===== src/rtl/i2c_register_target.sv =====
// I2C register target: address match, pointer write, auto-incrementing data writes and reads; open-drain SDA.
// Bus events act 3 i_clk cycles after the pin change; never stretches SCL, so there is no backpressure.
module i2c_register_target #(
    parameter logic [6:0] DEV_ADDR = 7'h40,
    parameter bit         AUTO_INC = 1'b1
) (
    input  logic       i_clk,
    input  logic       i_rst_n,
    input  logic       i_scl,
    input  logic       i_sda,
    output logic       o_sda_low,
    output logic       o_wr_valid,
    output logic [7:0] o_wr_addr,
    output logic [7:0] o_wr_data,
    output logic [7:0] o_rd_addr,
    input  logic [7:0] i_rd_data,
    output logic       o_busy
);

    typedef enum logic [3:0] {
        ST_IDLE, ST_ADDR, ST_ADDR_ACK, ST_REG, ST_REG_ACK, ST_WR_BYTE,
        ST_WR_ACK, ST_RD_BYTE, ST_RD_ACK, ST_IGNORE, ST_WAIT_STOP
    } state_t;

    logic       scl_s1_q, scl_s2_q, scl_prev_q;
    logic       sda_s1_q, sda_s2_q, sda_prev_q;
    logic [1:0] arm_q, arm_d;

    state_t     state_q, state_d;
    logic [3:0] bit_cnt_q, bit_cnt_d;
    logic [7:0] shift_q, shift_d;
    logic [7:0] ptr_q, ptr_d;
    logic       rw_q, rw_d;
    logic       sda_low_q, sda_low_d;
    logic       busy_q, busy_d;
    logic       wr_valid_q, wr_valid_d;
    logic [7:0] wr_addr_q, wr_addr_d;
    logic [7:0] wr_data_q, wr_data_d;

    logic       armed, scl_rise, scl_fall, start_evt, stop_evt;
    logic [7:0] shift_in;

    // Synchronizers reset to an idle bus; events stay masked until the
    // previous-value registers hold real samples, so reset never fakes START/STOP.
    always_ff @(posedge i_clk or negedge i_rst_n) begin
        if (!i_rst_n) begin
            scl_s1_q   <= 1'b1;
            scl_s2_q   <= 1'b1;
            scl_prev_q <= 1'b1;
            sda_s1_q   <= 1'b1;
            sda_s2_q   <= 1'b1;
            sda_prev_q <= 1'b1;
            arm_q      <= 2'd0;
        end else begin
            scl_s1_q   <= i_scl;
            scl_s2_q   <= scl_s1_q;
            scl_prev_q <= scl_s2_q;
            sda_s1_q   <= i_sda;
            sda_s2_q   <= sda_s1_q;
            sda_prev_q <= sda_s2_q;
            arm_q      <= arm_d;
        end
    end

    always_comb begin
        arm_d = (arm_q == 2'd3) ? arm_q : arm_q + 2'd1;
    end

    assign armed     = (arm_q == 2'd3);
    assign scl_rise  = armed &  scl_s2_q & ~scl_prev_q;
    assign scl_fall  = armed & ~scl_s2_q &  scl_prev_q;
    assign start_evt = armed & scl_s2_q & scl_prev_q &  sda_prev_q & ~sda_s2_q;
    assign stop_evt  = armed & scl_s2_q & scl_prev_q & ~sda_prev_q &  sda_s2_q;
    assign shift_in  = {shift_q[6:0], sda_s2_q};

    always_ff @(posedge i_clk or negedge i_rst_n) begin
        if (!i_rst_n) begin
            state_q    <= ST_IDLE;
            bit_cnt_q  <= 4'd0;
            shift_q    <= 8'd0;
            ptr_q      <= 8'd0;
            rw_q       <= 1'b0;
            sda_low_q  <= 1'b0;
            busy_q     <= 1'b0;
            wr_valid_q <= 1'b0;
            wr_addr_q  <= 8'd0;
            wr_data_q  <= 8'd0;
        end else begin
            state_q    <= state_d;
            bit_cnt_q  <= bit_cnt_d;
            shift_q    <= shift_d;
            ptr_q      <= ptr_d;
            rw_q       <= rw_d;
            sda_low_q  <= sda_low_d;
            busy_q     <= busy_d;
            wr_valid_q <= wr_valid_d;
            wr_addr_q  <= wr_addr_d;
            wr_data_q  <= wr_data_d;
        end
    end

    always_comb begin
        state_d    = state_q;
        bit_cnt_d  = bit_cnt_q;
        shift_d    = shift_q;
        ptr_d      = ptr_q;
        rw_d       = rw_q;
        sda_low_d  = sda_low_q;
        busy_d     = busy_q;
        wr_valid_d = 1'b0;
        wr_addr_d  = wr_addr_q;
        wr_data_d  = wr_data_q;

        if (start_evt) begin
            state_d   = ST_ADDR;
            bit_cnt_d = 4'd0;
            sda_low_d = 1'b0;
            busy_d    = 1'b0;
        end else if (stop_evt) begin
            state_d   = ST_IDLE;
            bit_cnt_d = 4'd0;
            sda_low_d = 1'b0;
            busy_d    = 1'b0;
        end else begin
            unique case (state_q)
                ST_ADDR: if (scl_rise) begin
                    shift_d   = shift_in;
                    bit_cnt_d = bit_cnt_q + 4'd1;
                    if (bit_cnt_q == 4'd7) begin
                        bit_cnt_d = 4'd0;
                        rw_d      = sda_s2_q;
                        if (shift_in[7:1] == DEV_ADDR && shift_in[7:1] != 7'd0) begin
                            state_d = ST_ADDR_ACK;
                            busy_d  = 1'b1;
                        end else begin
                            state_d = ST_IGNORE;
                        end
                    end
                end
                // First fall drives the ACK low, second fall ends it.
                ST_ADDR_ACK, ST_REG_ACK: if (scl_fall) begin
                    if (!sda_low_q) begin
                        sda_low_d = 1'b1;
                    end else begin
                        sda_low_d = 1'b0;
                        if (state_q == ST_REG_ACK) begin
                            state_d = ST_WR_BYTE;
                        end else if (rw_q) begin
                            state_d   = ST_RD_BYTE;
                            shift_d   = i_rd_data;
                            sda_low_d = ~i_rd_data[7];
                            bit_cnt_d = 4'd0;
                            if (AUTO_INC) ptr_d = ptr_q + 8'd1;
                        end else begin
                            state_d = ST_REG;
                        end
                    end
                end
                ST_REG: if (scl_rise) begin
                    shift_d   = shift_in;
                    bit_cnt_d = bit_cnt_q + 4'd1;
                    if (bit_cnt_q == 4'd7) begin
                        bit_cnt_d = 4'd0;
                        ptr_d     = shift_in;
                        state_d   = ST_REG_ACK;
                    end
                end
                ST_WR_BYTE: begin
                    if (scl_rise && bit_cnt_q != 4'd8) begin
                        shift_d   = shift_in;
                        bit_cnt_d = bit_cnt_q + 4'd1;
                    end else if (scl_fall && bit_cnt_q == 4'd8) begin
                        wr_valid_d = 1'b1;
                        wr_addr_d  = ptr_q;
                        wr_data_d  = shift_q;
                        if (AUTO_INC) ptr_d = ptr_q + 8'd1;
                        sda_low_d  = 1'b1;
                        bit_cnt_d  = 4'd0;
                        state_d    = ST_WR_ACK;
                    end
                end
                ST_WR_ACK: if (scl_fall) begin
                    sda_low_d = 1'b0;
                    state_d   = ST_WR_BYTE;
                end
                ST_RD_BYTE: begin
                    if (scl_rise && bit_cnt_q != 4'd8) begin
                        bit_cnt_d = bit_cnt_q + 4'd1;
                    end else if (scl_fall) begin
                        if (bit_cnt_q == 4'd8) begin
                            sda_low_d = 1'b0;
                            bit_cnt_d = 4'd0;
                            state_d   = ST_RD_ACK;
                        end else begin
                            sda_low_d = ~shift_q[6];
                            shift_d   = {shift_q[6:0], 1'b0};
                        end
                    end
                end
                // A fall is only reached here after an ACK was sampled on the rise.
                ST_RD_ACK: begin
                    if (scl_rise && sda_s2_q) begin
                        state_d = ST_WAIT_STOP;
                    end else if (scl_fall) begin
                        state_d   = ST_RD_BYTE;
                        shift_d   = i_rd_data;
                        sda_low_d = ~i_rd_data[7];
                        bit_cnt_d = 4'd0;
                        if (AUTO_INC) ptr_d = ptr_q + 8'd1;
                    end
                end
                default: ;
            endcase
        end
    end

    assign o_sda_low  = sda_low_q;
    assign o_wr_valid = wr_valid_q;
    assign o_wr_addr  = wr_addr_q;
    assign o_wr_data  = wr_data_q;
    assign o_rd_addr  = ptr_q;
    assign o_busy     = busy_q;

endmodule


===== config.mk =====
export PLATFORM = sky130hd
export DESIGN_NAME = i2c_register_target
export DESIGN_NICKNAME = d
export VERILOG_FILES = /design/src/rtl/i2c_register_target.sv
export SDC_FILE = /design/constraint.sdc
export NUM_CORES = 1
export LEC_CHECK = 0
export BUFFER_PORTS_ARGS = -buffer_cell sky130_fd_sc_hd__buf_2
export CORE_MARGIN = 10
export CORE_UTILIZATION = 30
export DETAILED_ROUTE_END_ITERATION = 7
export MAX_ROUTING_LAYER = met4
export SYNTH_ARGS = -nofsm -noshare
export SYNTH_HDL_FRONTEND = slang
export SYNTH_SLANG_ARGS = --single-unit
export TNS_END_PERCENT = 5

===== constraint.sdc =====
create_clock -name i_clk -period 2.1 [get_ports i_clk]
set_input_delay 0.105 -clock i_clk [delete_from_list [all_inputs] [get_ports i_clk]]
set_output_delay 0.105 -clock i_clk [all_outputs]
set_load 0.005 [all_outputs]

Word level (Yosys, flattened, before mapping):

Cells that the tools add are included.

* $add $sub $neg: 3
* equality and inequality tests: 49
* mux-type cells: 85
* bitwise operators: 18
* reductions and logical operators: 24

Operators with widths (number)
* two-way mux 8 bit: 21
* two-way mux 4 bit: 32
* inequality test 4 bit, second input constant: 17
* one-hot mux 8 bit (5 select lines): 1
* one-hot mux 8 bit (4 select lines): 1
* inequality test 2 bit, second input constant: 14
* one-hot mux 4 bit (7 select lines): 1
* AND reduction 14 bit: 2
* two-way mux 1 bit: 25
* nonzero test 7 bit: 3
* == test 4 x 3 -> 1 bit, second input constant: 5
* inequality test 5 bit, second input constant: 4
* one-hot mux 4 bit (5 select lines): 1
* AND reduction 13 bit: 1
* nonzero test 3 bit: 4
* AND reduction 11 bit: 1
* AND reduction 5 bit: 2
* bitwise AND 1 bit: 9
* inverter 1 bit: 9
* AND reduction 9 bit: 1
* nonzero test 9 bit: 1
* adder 8 x 1 -> 8 bit, second input constant: 1
* == test 4 x 2 -> 1 bit, second input constant: 2
* == test 4 bit, second input constant: 2
* other kinds (14): 19

* bits in registers: 52
* bits of input ports: 12
* output and inout bits: 27

Depth between registers and ports, before layout:

* word-level depth: 9
* mapped depth: 9
* depth with buffers taken out: 8

Least setup slack after synthesis:

Ideal clock, no wire load.

* path type: register to register
* start: reg arm_q[0]
* end: reg state_q[0]
* library setup time: 139 ps
* arrival time: 2045 ps
* required time: 1961 ps
* setup slack: -84 ps
* cell stages (with the launch flop): 7
* period minus slack after synthesis: 2184 ps
* path through: dfrtp_1 ha_1 and3b_1 a21oi_1 a2111oi_4 nor3b_1 or4_1

* cells in the longest elaborated chain, start to end: 8
* elaborated cells on any way between the ends: 32
* classes of those cells: 14 x eq/ne; 4 x mux; 9 x bitwise; 5 x reduce/logical

Ends and longest elaborated chain
* start, declared: line 27 `logic [1:0] arm_q, arm_d;`
* start signal, assigned: line 61 `arm_q <= arm_d;`
* == test 2 bit *: line 69 `assign armed = (arm_q == 2'd3);`
* parallel branches: the longest is 7 deep, another holds AND reduction 14 bit
* end signal, assigned: line 89 `state_q <= state_d;`
* end, declared: line 29 `state_t state_q, state_d;`

Every way passes the cells marked *.
A chain may end at the register's enable or synchronous reset.

Worst setup path after layout:

* start: reg state_q[1]
* end: reg shift_q[2]

* cells in the longest elaborated chain, start to end: 4
* elaborated cells on any way between the ends: 23
* classes of those cells: 18 x eq/ne; 1 x mux; 4 x reduce/logical

Ends and longest elaborated chain
* == test 4 x 2 -> 1 bit (tied with other cells): line 125 `unique case (state_q)`
* OR reduction 2 bit, on equally long branches
* nonzero test 5 bit (no source line) (tied with other cells)
* AND reduction 14 bit (no source line)
* end signal, assigned: line 91 `shift_q <= shift_d;`
* end, declared: line 31 `logic [7:0] shift_q, shift_d;`

Several ways; a longest one is shown, not always the timed one.

==> metrics.csv <==
stage,metric,value,unit
critical_path,CP max-delay cell,or4_4,
timing,upper clock frequency limit,0.467,GHz
cells_and_area,layout cell share with drive strength beyond 1,34.3,%
placement,# port buffers,38,
die,Initial Util,30.9,%
route,Routed WL per cell,14.3,microns
route,Vias/cell,4.80,
clock_network,root buffer cell,clkbuf_8,
timing,post-layout minimum cycle time,2140,ps
route,DR iter-0 viols,158,
global_routing,largest net degree at the start of global routing,53,
critical_path,crit-path max cell delay,560,ps
min_path,HP Class,input port to flop,
placement,routability cong.,0.912,
route,via count,2634,
clock_network,CTS sink cnt,52,
cells_and_area,Final #Nets,436,
die,die area,13900,sq um
timing,Final Hold Viols,0,
synth,"EDFF count, synth",0,
synth,register area share after synthesis,45.6,%
timing,RSZ-0062 raised after global routing,yes,
synth,Area contributors post-synth,"dfrtp_1 (40%), nand2_1 (11%), dfstp_2 (5.5%)",
die,die height,118,microns
power_and_ir_drop,Pwr Density,1230,nW/um^2
cells_and_area,fin util,41.1,%
critical_path,CP Class,flop to flop,
timing,skew final,4.18,ps
timing,Final Hold Slack,112,ps
critical_path,cell family contributing the most delay on the critical path,simple AND/OR/NAND/NOR gates,
critical_path,startpoint types,flop,
die,Die W,118,microns
cells_and_area,Diodes inserted,0,
critical_path,"critical path fanouts, max",7,
synth,Async SR Flop Fraction,100,%
timing,final setup violating endpoints,7,
clock_network,worst skew pair latency,300,ps
die,core area,9280,sq um
timing,Rel. slew slack,53.5,%
die,num rows,35,
synth,Post-Synthesis Cells,326,
critical_path,"critical path, cell by cell",and2b_1 -> nor3_1 -> or4_4 -> nand2_2 -> nor3_4 -> buf_4 -> mux2_1,
route,Final ANT Viol Nets,0,
global_routing,total track usage,11.5,%
synth,Mapped Nets,342,
timing,Slew Limit Fails,0,
flow_run,Max Cap Violations,0,
die,Top-Level Pins,39,
route,final WL,7870,microns
global_routing,Congestion Overflow GR,0,
critical_path,"Buf+Inv Stages, Crit Path",1,
outcome,failing checks,setup timing,
critical_path,critical path arrival,2330,ps
global_routing,initial antenna violation count,0,
clock_network,H-Tree Depth,2,
critical_path,Worst Setup End Kind,flop,
timing,Final period util,102,%
clock_network,clk buf depth,2,
synth,Yosys Warn Count,0,
clock_network,Clock Pin Slew Worst Setup and Hold Paths,90,ps
synth,area of the mapped netlist,2870,sq um
placement,dpl hpwl,5900,microns
critical_path,Worst Path Required,2290,ps
timing,Slew @ Worst Pin,698,ps
power_and_ir_drop,VDD IR-drop max,0.515,mV
route,DRT Pass-1 Iters,4,
clock_network,cts bufs inserted,5,
synth,Seq cells post-synth,52,
global_routing,vias in the first global route,2676,
clock_network,CTS tree,done,
outcome,status,"finished, violations left",
synth,"count leader, synth",nand2_1,
synth,synthesized area per cell,8.81,sq um
power_and_ir_drop,Power Total,4690,uW
synth,"area leader, netlist",dfrtp_1,
synth,dominant synthesized flop cell,dfrtp_1,
route,Remaining DRCs,0,
global_routing,first-pass GRT wire length,13300,microns
synth,synth cell count leaders,"nand2_1 (83), dfrtp_1 (46), o21ai_0 (24)",
power_and_ir_drop,static leakage,0.00182,uW
synth,top cell type's share of synthesized area,40.1,%
synth,Yosys cell types,52,
cells_and_area,P&R area growth vs syn,33.0,%
timing,setup ws final,-42.7,ps
[cell families (layout without fill, tap and decap cells)]
kind of cell,after synthesis,in the layout,share of synthesized area [%]
flip-flops,52,52,45.6
adder cells (fa/ha/maj),4,4,1.74
XOR/XNOR,3,3,0.915
AND/OR/NAND/NOR,153,153,25.7
buffers and inverters,27,121,4.36
AO/OA/AOI/OAI,74,74,16.7
multiplexers,13,13,4.97
[through the flow]
stage	setup slack (ps)	setup TNS, ps	instances	instance area, sq um
global route	-132	-871	549	3820
floorplan	0.752	0	326	2870
finish	-42.7	-191	549	3820
detailed placement	-230	-1910	534	3590
global placement	-176	-1410	534	3590
CTS	-46.9	-217	549	3780
[timing repair]
action	in CTS	in global routing
endpoints found under the hold margin	48	0
hold buffers	3	0
setup buffers	5	0
pin swaps	3	2
setup endpoints to repair	19	33
resized for setup	10	11
[sequential cells by signal (all words and copies together), names as in the netlist]
name,flops
scl_s2_q,1
sda_s1_q,1
o_wr_addr,8
bit_cnt_q,4
o_wr_data,8
sda_s2_q,1
o_wr_valid,1
shift_q,8
state_q,4
arm_q,2
scl_s1_q,1
o_rd_addr,8
scl_prev_q,1
rw_q,1
o_sda_low,1
o_busy,1
sda_prev_q,1
[placed cells by master, fill, tap and decap left out, types with 3 or more instances in the layout]
| master | n |
|---|---|
| nand2_1 | 82 |
| buf_4 | 61 |
| dfrtp_1 | 42 |
| buf_2 | 38 |
| o21ai_0 | 23 |
| nor2_1 | 20 |
| a21oi_1 | 14 |
| nand3_1 | 10 |
| inv_1 | 9 |
| mux2_1 | 7 |
| nor3_1 | 6 |
| o22ai_1 | 6 |
| clkbuf_8 | 6 |
| dfstp_2 | 6 |
| nor2b_1 | 4 |
| nor3b_1 | 4 |
| nand2b_1 | 4 |
| a21oi_2 | 4 |
| o22a_1 | 4 |
| dfrtp_2 | 4 |
| o21a_1 | 3 |
| mux2i_1 | 3 |
| o31ai_1 | 3 |
| a31oi_1 | 3 |
| mux2_2 | 3 |
| ha_1 | 3 |
| dlygate4sd3_1 | 3 |
[cell type report]
cell class | instances | area, sq um
Clock buffer | 6 | 82.6
Clock inverter | 1 | 8.76
Fill cell | 954 | 5460
Inverter | 10 | 37.5
Multi-Input combinational cell | 247 | 1510
Sequential cell | 52 | 1310
Tap cell | 129 | 161
Timing Repair Buffer | 104 | 709
[metal layers]
| layer | wire [microns] | global-route usage [%] |
|---|---|---|
| met5 | 0 | - |
| met1 | 3910 | 14.9 |
| met2 | 3680 | 18.6 |
| met3 | 198 | 1.49 |
| met4 | 78 | 2.94 |
[path summary, 6_finish.rpt]
kind | depth (start not counted) | from | to | slack [ps]
min in group asynchronous | 3 | i_rst_n | arm_q[1] | 450
max in group asynchronous | 3 | i_rst_n | state_q[1] | 1150
hold reg to reg | 0 | sda_s1_q | sda_s2_q | 360
setup / recovery | 7 | state_q[1] | shift_q[2] | -40
setup reg to reg | 7 | state_q[1] | shift_q[2] | -40
hold / removal | 4 | i_rd_data[3] | shift_q[3] | 110
[where the power goes]
part | leakage [uW] | internal (uW) | switching (uW)
clock network | 0.0000473 | 264 | 333
registers | 0.000657 | 1230 | 244
logic | 0.00111 | 1300 | 1320
[tightest hold or removal path, stage by stage]
cell,delay (ps)
buf_2,70
nand2_1,40
nand2_1,50
mux2_1,110
Power figures use the tool's default switching activity.
